### src/rtl/hazard_ctrl_mc.sv
// Pipeline hazard controller: load-use/branch stalls, multi-cycle mul/div occupancy,
// data-memory wait freeze, decode flush on taken branch, forwarding selects and a stall counter.
module hazard_ctrl_mc #(
    parameter int REG_AW = 5,
    parameter int MD_LAT = 4,
    parameter int CNT_W  = 16
) (
    input  logic              clk,
    input  logic              rst_n,
    input  logic              BranchD,
    input  logic              PCSrcD,
    input  logic              MultDivE,
    input  logic              MemtoRegE,
    input  logic              RegWriteE,
    input  logic              MemtoRegM,
    input  logic              RegWriteM,
    input  logic              RegWriteW,
    input  logic              MemReqM,
    input  logic              MemReadyM,
    input  logic              ClrStallCnt,
    input  logic [REG_AW-1:0] RsD,
    input  logic [REG_AW-1:0] RtD,
    input  logic [REG_AW-1:0] RsE,
    input  logic [REG_AW-1:0] RtE,
    input  logic [REG_AW-1:0] WriteRegE,
    input  logic [REG_AW-1:0] WriteRegM,
    input  logic [REG_AW-1:0] WriteRegW,
    output logic              StallF,
    output logic              StallD,
    output logic              StallE,
    output logic              StallM,
    output logic              FlushD,
    output logic              FlushE,
    output logic              FlushM,
    output logic              FlushW,
    output logic              ForwardAD,
    output logic              ForwardBD,
    output logic [1:0]        ForwardAE,
    output logic [1:0]        ForwardBE,
    output logic              MDBusy,
    output logic [CNT_W-1:0]  StallCnt
);

    localparam int MDC_W = (MD_LAT > 2) ? $clog2(MD_LAT) : 1;
    localparam logic [MDC_W-1:0] MD_LOAD = MDC_W'(MD_LAT - 1);
    localparam logic [MDC_W-1:0] MD_ONE  = MDC_W'(1);

    logic [MDC_W-1:0] md_cnt_q, md_cnt_d;
    logic [CNT_W-1:0] stall_cnt_q, stall_cnt_d;

    logic memwait, mdstall, lwstall, branchstall, dep_stall;
    logic stall_f, stall_d, stall_e, stall_m;
    logic flush_d, flush_e, flush_m, flush_w;

    logic [REG_AW-1:0] src_d [2];
    logic [REG_AW-1:0] src_e [2];
    logic              fwd_d [2];
    logic [1:0]        fwd_e [2];
    logic              hit_e_d [2];
    logic              hit_m_d [2];

    assign src_d[0] = RsD;
    assign src_d[1] = RtD;
    assign src_e[0] = RsE;
    assign src_e[1] = RtE;

    // Per-operand comparisons; operand 0 is Rs, operand 1 is Rt.
    generate
        for (genvar gi = 0; gi < 2; gi++) begin : g_operand
            assign hit_e_d[gi] = (WriteRegE != '0) && (WriteRegE == src_d[gi]);
            assign hit_m_d[gi] = (WriteRegM != '0) && (WriteRegM == src_d[gi]);
            assign fwd_d[gi]   = (src_d[gi] != '0) && RegWriteM && (src_d[gi] == WriteRegM);

            always_comb begin
                fwd_e[gi] = 2'b00;
                if ((src_e[gi] != '0) && RegWriteM && (src_e[gi] == WriteRegM)) begin
                    fwd_e[gi] = 2'b10;
                end else if ((src_e[gi] != '0) && RegWriteW && (src_e[gi] == WriteRegW)) begin
                    fwd_e[gi] = 2'b01;
                end
            end
        end
    endgenerate

    assign memwait     = MemReqM & ~MemReadyM;
    assign mdstall     = MultDivE & (md_cnt_q != MD_ONE);
    assign lwstall     = MemtoRegE & (RtE != '0) & ((RsD == RtE) | (RtD == RtE));
    assign branchstall = BranchD & ((RegWriteE & (hit_e_d[0] | hit_e_d[1])) |
                                    (MemtoRegM & (hit_m_d[0] | hit_m_d[1])));
    assign dep_stall   = (lwstall | branchstall) & ~mdstall & ~memwait;

    always_comb begin
        stall_f = memwait | mdstall | dep_stall;
        stall_d = stall_f;
        stall_e = memwait | mdstall;
        stall_m = memwait;
        flush_w = memwait;
        flush_m = mdstall & ~memwait;
        flush_e = dep_stall;
        // A stalled taken branch must stay in D, so it cannot flush yet.
        flush_d = PCSrcD & ~stall_d & ~memwait;
    end

    always_comb begin
        md_cnt_d = md_cnt_q;
        if (!memwait) begin
            if ((md_cnt_q == '0) && MultDivE) begin
                md_cnt_d = MD_LOAD;
            end else if (md_cnt_q != '0) begin
                md_cnt_d = md_cnt_q - MD_ONE;
            end
        end
    end

    always_comb begin
        stall_cnt_d = stall_cnt_q;
        if (ClrStallCnt) begin
            stall_cnt_d = '0;
        end else if (stall_f && (stall_cnt_q != '1)) begin
            stall_cnt_d = stall_cnt_q + CNT_W'(1);
        end
    end

    always_ff @(posedge clk) begin
        if (!rst_n) begin
            md_cnt_q    <= '0;
            stall_cnt_q <= '0;
        end else begin
            md_cnt_q    <= md_cnt_d;
            stall_cnt_q <= stall_cnt_d;
        end
    end

    // Every output is forced low for the whole cycle in which reset is asserted.
    assign StallF    = rst_n & stall_f;
    assign StallD    = rst_n & stall_d;
    assign StallE    = rst_n & stall_e;
    assign StallM    = rst_n & stall_m;
    assign FlushD    = rst_n & flush_d;
    assign FlushE    = rst_n & flush_e;
    assign FlushM    = rst_n & flush_m;
    assign FlushW    = rst_n & flush_w;
    assign ForwardAD = rst_n & fwd_d[0];
    assign ForwardBD = rst_n & fwd_d[1];
    assign ForwardAE = rst_n ? fwd_e[0] : 2'b00;
    assign ForwardBE = rst_n ? fwd_e[1] : 2'b00;
    assign MDBusy    = rst_n & (md_cnt_q != '0);
    assign StallCnt  = rst_n ? stall_cnt_q : '0;

endmodule

### config.mk
export PLATFORM = sky130hd
export DESIGN_NAME = hazard_ctrl_mc
export DESIGN_NICKNAME = d
export VERILOG_FILES = /design/src/rtl/hazard_ctrl_mc.sv
export SDC_FILE = /design/constraint.sdc
export NUM_CORES = 1
export LEC_CHECK = 0
export BUFFER_PORTS_ARGS = -buffer_cell sky130_fd_sc_hd__buf_2
export CAP_MARGIN = 30
export CORE_AREA = 2 2 72 67
export CTS_BUF_LIST = sky130_fd_sc_hd__clkbuf_8 sky130_fd_sc_hd__clkbuf_16
export CTS_CLUSTER_SIZE = 20
export DETAILED_ROUTE_END_ITERATION = 10
export DIE_AREA = 0 0 74 69
export GPL_ROUTABILITY_DRIVEN = 0
export MAX_ROUTING_LAYER = met4
export PLACE_DENSITY_LB_ADDON = 0.05
export SLEW_MARGIN = 25
export SYNTH_ARGS = -nofsm -noshare
export SYNTH_HDL_FRONTEND = slang
export SYNTH_SLANG_ARGS = --single-unit
### constraint.sdc
create_clock -name clk -period 2.65 [get_ports clk]
set_input_delay 0.265 -clock clk [delete_from_list [all_inputs] [get_ports clk]]
set_output_delay 0.265 -clock clk [all_outputs]
set_load 0.1 [all_outputs]
Word level (Yosys, flattened, before mapping)
Index checks and enable logic that the tools add are counted.
{"block": "totals", "inputBits": 48, "n_memories": 0, "latchBits": 0, "regBits": 18, "ram_bits": 0, "rom_bits": 0}
{"block": "op_classes", "mux": 9, "shift": 0, "n_lt_le_gt_ge": 0, "mul": 0, "n_reduce_logical": 29, "bitwise_logic": 33, "add_sub_neg": 2, "eq_ne": 14, "div": 0}
{"cell": "5-bit == test", "n": 12}
{"cell": "5-bit nonzero test", "n": 6}
{"cell": "1-bit AND", "n": 21}
{"cell": "1-bit logical AND", "n": 18}
{"cell": "16-bit by 1-bit adder with 16-bit output (second input constant)", "n": 1}
{"cell": "16-bit 2-to-1 mux", "n": 1}
{"cell": "16-bit != test (second input constant)", "n": 1}
{"cell": "2-bit 2-to-1 mux", "n": 6}
{"cell": "1-bit OR", "n": 7}
{"cell": "1-bit inverter", "n": 5}
{"cell": "2-bit nonzero test", "n": 2}
{"cell": "2-bit zero test", "n": 1}
{"cell": "1-bit 2-to-1 mux", "n": 2}
{"cell": "2-bit by 1-bit != test with 1-bit output (second input constant)", "n": 1}
{"cell": "2-bit AND reduction", "n": 1}
{"cell": "2-bit OR reduction", "n": 1}
{"cell": "2-bit by 1-bit subtractor with 2-bit output (second input constant)", "n": 1}

Logic depth before layout (Yosys ltp)
{"block": "depth", "ltp_word": 14, "depth_mapped": 11, "ltp_nobuf": 9}

Worst setup path after synthesis
OpenSTA, ideal clock, no wires.
{"block": "synth_path", "kind": "input-to-output", "start": "input RsE[1]", "end": "output ForwardAE[0]", "required_ns": 2.385, "arrival_ns": 3.873, "path_slack_ns": -1.488, "cell_stages": 4, "cell_sequence": "or4_1 > nor2_1 > nor4_1 > nor4_1"}
{"block": "synth_via", "elab_chain_cells": 6}
{"item": "start, declared", "line": "23", "text": "input logic [REG_AW-1:0] RsE,"}
{"item": "5-bit nonzero test", "line": "76, 78"}
{"item": "1-bit logical AND (2 in series)", "line": "78", "text": "end else if ((src_e[gi] != '0) && RegWriteW && (src_e[gi] == WriteRegW)) begin"}
{"item": "1-bit 2-to-1 mux", "line": "78"}
{"item": "2-bit 2-to-1 mux *", "line": "76", "text": "if ((src_e[gi] != '0) && RegWriteM && (src_e[gi] == WriteRegM)) begin"}
{"item": "2-bit 2-to-1 mux *", "line": "145", "text": "assign ForwardAE = rst_n ? fwd_e[0] : 2'b00;"}
{"item": "end, declared", "line": "38", "text": "output logic [1:0] ForwardAE,"}
Every way passes the cells marked *; elsewhere a longest branch is shown, timed or not.

Final worst setup path
{"block": "layout_path", "start": "register md_cnt_q[1]", "end": "output StallF"}
{"block": "layout_via", "elab_chain_cells": 7}
{"item": "start, declared", "line": "48", "text": "logic [MDC_W-1:0] md_cnt_q, md_cnt_d;"}
{"item": "start signal, assigned", "line": "129", "text": "md_cnt_q <= md_cnt_d;"}
{"item": "2-bit by 1-bit != test with 1-bit output *", "line": "86", "text": "assign mdstall = MultDivE & (md_cnt_q != MD_ONE);"}
{"item": "1-bit AND *", "line": "86"}
{"item": "1-bit inverter", "line": "90", "text": "assign dep_stall = (lwstall | branchstall) & ~mdstall & ~memwait;"}
{"item": "1-bit AND (2 in series)", "line": "90"}
{"item": "1-bit OR *", "line": "93", "text": "stall_f = memwait | mdstall | dep_stall;"}
{"item": "1-bit AND *", "line": "135", "text": "assign StallF = rst_n & stall_f;"}
{"item": "end, declared", "line": "28", "text": "output logic StallF,"}
Marked as above.

==> impl_metrics.ini <==
[yosys]
synthCells = 262
syn-num-nets = 313
ys_types = 39
synth_top_area_share_pct = 19.2
async_flop_share_pct = 0
synth_edf_count = 0
synthFlopType = dfxtp_1
synth_area_leader_cell = xnor2_1
synth_warnings = 0
ys_seq_area_share_pct = 18.8
syn_area_per_cell_sq_um = 7.31
synth_area_sq_mm = 0.00191
yosys_register_bits = 18
synth_area_leaders = xnor2_1, dfxtp_1, and2_1

[setup_path]
critPathCaptureType = output pin
cpPeakStageDelay_ns = 0.32
crit_top_cell = inv_1
r2r_slack_ns = 0.57
path_buf_inv = 4
cpLargestDelayFamily = buffers and inverters
crit_fanout = 4
critPathLaunchType = flop
crit_slowest_cell = dfxtp_1
crit_type = reg2out
worst-endpoint-arrival_ns = 2.05
cp_cell_sequence = inv_1 > ha_1 > inv_1 > a21oi_1 > inv_1 > a31oi_1 > nand3_1 > and2_2 > buf_2
cp_data_required_time_ns = 2.38

[cells_and_area]
fin_util_pct = 55.0
nets = 378
fin_cells = 388
fill_cells = 445
layout-drive-gt1-share_pct = 29.1
area_growth_pct = 24.8
diodes = 0

[floorplanning]
fp.dieW_um = 74
core_sq_mm = 0.00435
rows = 23
die_h_um = 69
start_util_pct = 44.1
dieArea_sq_mm = 0.00511
boundaryPins = 79

[drt]
detail_route.drc_violations = 0
antenna_left = 0
vias = 1996
avgViaCountPerCell = 5.14
finalWirelength_um = 5250
wl_per_cell_um = 13.5
drt-initial-drc-count = 97
first_pass_iters = 4

[pwr]
seqPwrFrac_pct = 32.7
ir_drop_v = 0.000231
p_per_area_mw_per_mm2 = 361
netSwitchingFraction_pct = 38.7
p_sw_uw = 333
power_uw = 862
p_comb_share_pct = 39.9
clock_power_share_pct = 27.3
leakage_uw = 0.00105
p_int_uw = 528

[clocking]
numClockSinks = 18
htreeDepth = 1
insertion_delay_ns = 0.26
post_cts_buffers = 0
cts.reportedPaths.clkPinSlew_ns = 0.08
cts.path.max_buffers = 2
clockRootBuffer = clkbuf_8
cts_resized = 0
cts_tree = built
cts_made_buffers = 3
cts_hold_buf = 0

[global_routing]
gr-total-overflow = 0
grt_pass1_vias = 1921
track_usage_pct = 22.2
antenna_found_initial = 0
grt_max_degree = 33
grt_pass1_wl_um = 9000

[timing]
max_freq_ghz = 0.433
slew-limit-headroom_pct = 55.4
rsz0062_at_grt = false
worst_pin_slew_ns = 0.668
finalWorstSetupSlack_ns = 0.339
setup_viol = 0
hold_viol_final = 0
fin_crit_sh_pct = 87.2
finalCriticalPeriod_ns = 2.31
slew_violations = 0
fin_skew_ns = 0.00541

[placement]
hpwl_um = 4090
place_ws_ns = 0.383
io_buffers = 78
dp.cells = 384

[min_path]
holdCritPathClass = in2reg

[outcome]
status = finished clean

[run]
max_cap_violations = 0
[worst paths after layout]
| path | start | to | cells after the start |
|---|---|---|---|
| max | md_cnt_q[1] | StallF | 9 |
| min | ClrStallCnt | stall_cnt_q[10] | 4 |
| max reg2reg | md_cnt_q[1] | stall_cnt_q[1] | 9 |
| min reg2reg | stall_cnt_q[10] | stall_cnt_q[10] | 2 |
[metrics by stage]
| stage | setup TNS [ns] | area (sq um) | hold slack, ns |
|---|---|---|---|
| floorplan | -0.365 | 1940 | 0.450 |
| global placement | 0 | 2330 | 0.481 |
| detailed placement | 0 | 2330 | 0.491 |
| CTS | 0 | 2390 | 0.413 |
| global route | 0 | 2390 | 0.477 |
| finish | 0 | 2390 | 0.424 |
[routing by layer]
layer,vias to the layer above,routed length [um],GRT usage [%]
met5,-,0,-
met4,0,38,4.65
met3,7,344,4.97
met2,63,2230,31.6
met1,878,2630,32.0
li1,1048,-,-
[Yosys cell counts, types with 8 or more instances]
cell type	instances
a21oi_1	14
xor2_1	8
and3_1	8
nand3_1	15
xnor2_1	42
nor2_1	15
clkbuf_1	8
and2_1	21
nand2_1	22
dfxtp_1	18
nand4_1	10
[state kept, by name (all words and copies together), names as in the netlist]
name and count:
md_cnt_q 2, stall_cnt_q 16
[logic make-up (layout without fill, tap and decap cells)]
family	Yosys count	count (layout)	share of synthesized area (%)
flops	18	18	18.8
mux	2	2	1.05
fa+ha+maj	3	3	1.96
buf+inv	26	90	6.93
xor+xnor	50	50	22.9
compound gates	38	38	12.7
simple gates	125	125	35.6
[area by class of cell]
| type | count | area, sq um | area share, % |
|---|---|---|---|
| well taps | 62 | 77.6 | 3.25 |
| repair buffers | 81 | 428 | 17.9 |
| inverters | 5 | 18.8 | 0.785 |
| multi-input cells | 218 | 1450 | 60.7 |
| flip-flops and latches | 18 | 360 | 15.1 |
| clock buffers | 4 | 55.1 | 2.30 |
[layout by cell type (no fill, tap or decap), drive strengths merged, types with 3 or more instances in the layout]
master	count
a21oi	14
a31o	3
a31oi	3
and2	21
and3	8
buf	81
clkbuf	4
dfxtp	18
ha	3
inv	5
nand2	22
nand2b	3
nand3	15
nand4	10
nor2	15
nor2b	5
nor3	8
o21ai	6
or3	6
or4	7
xnor2	42
xor2	8
[power by group through the flow]
stage          registers (uW)  clock network [uW]  logic (uW)
6_report                  282                 236         344
4_1_cts                   282                 243         345
5_1_grt                   282                 256         376
2_1_floorplan             287                   0         262
3_3_place_gp              288                   0         341
3_5_place_dp              288                   0         344
[worst reg2reg max path: stages (launching register included)]
cell and delay (ns):
dfxtp_1 0.32, inv_1 0.07, ha_1 0.19, inv_1 0.05, a21oi_1 0.25, inv_1 0.08
a31oi_1 0.18, and3_1 0.52, o21ai_0 0.17, a21oi_1 0.17
(Power assumes the default switching activity.)
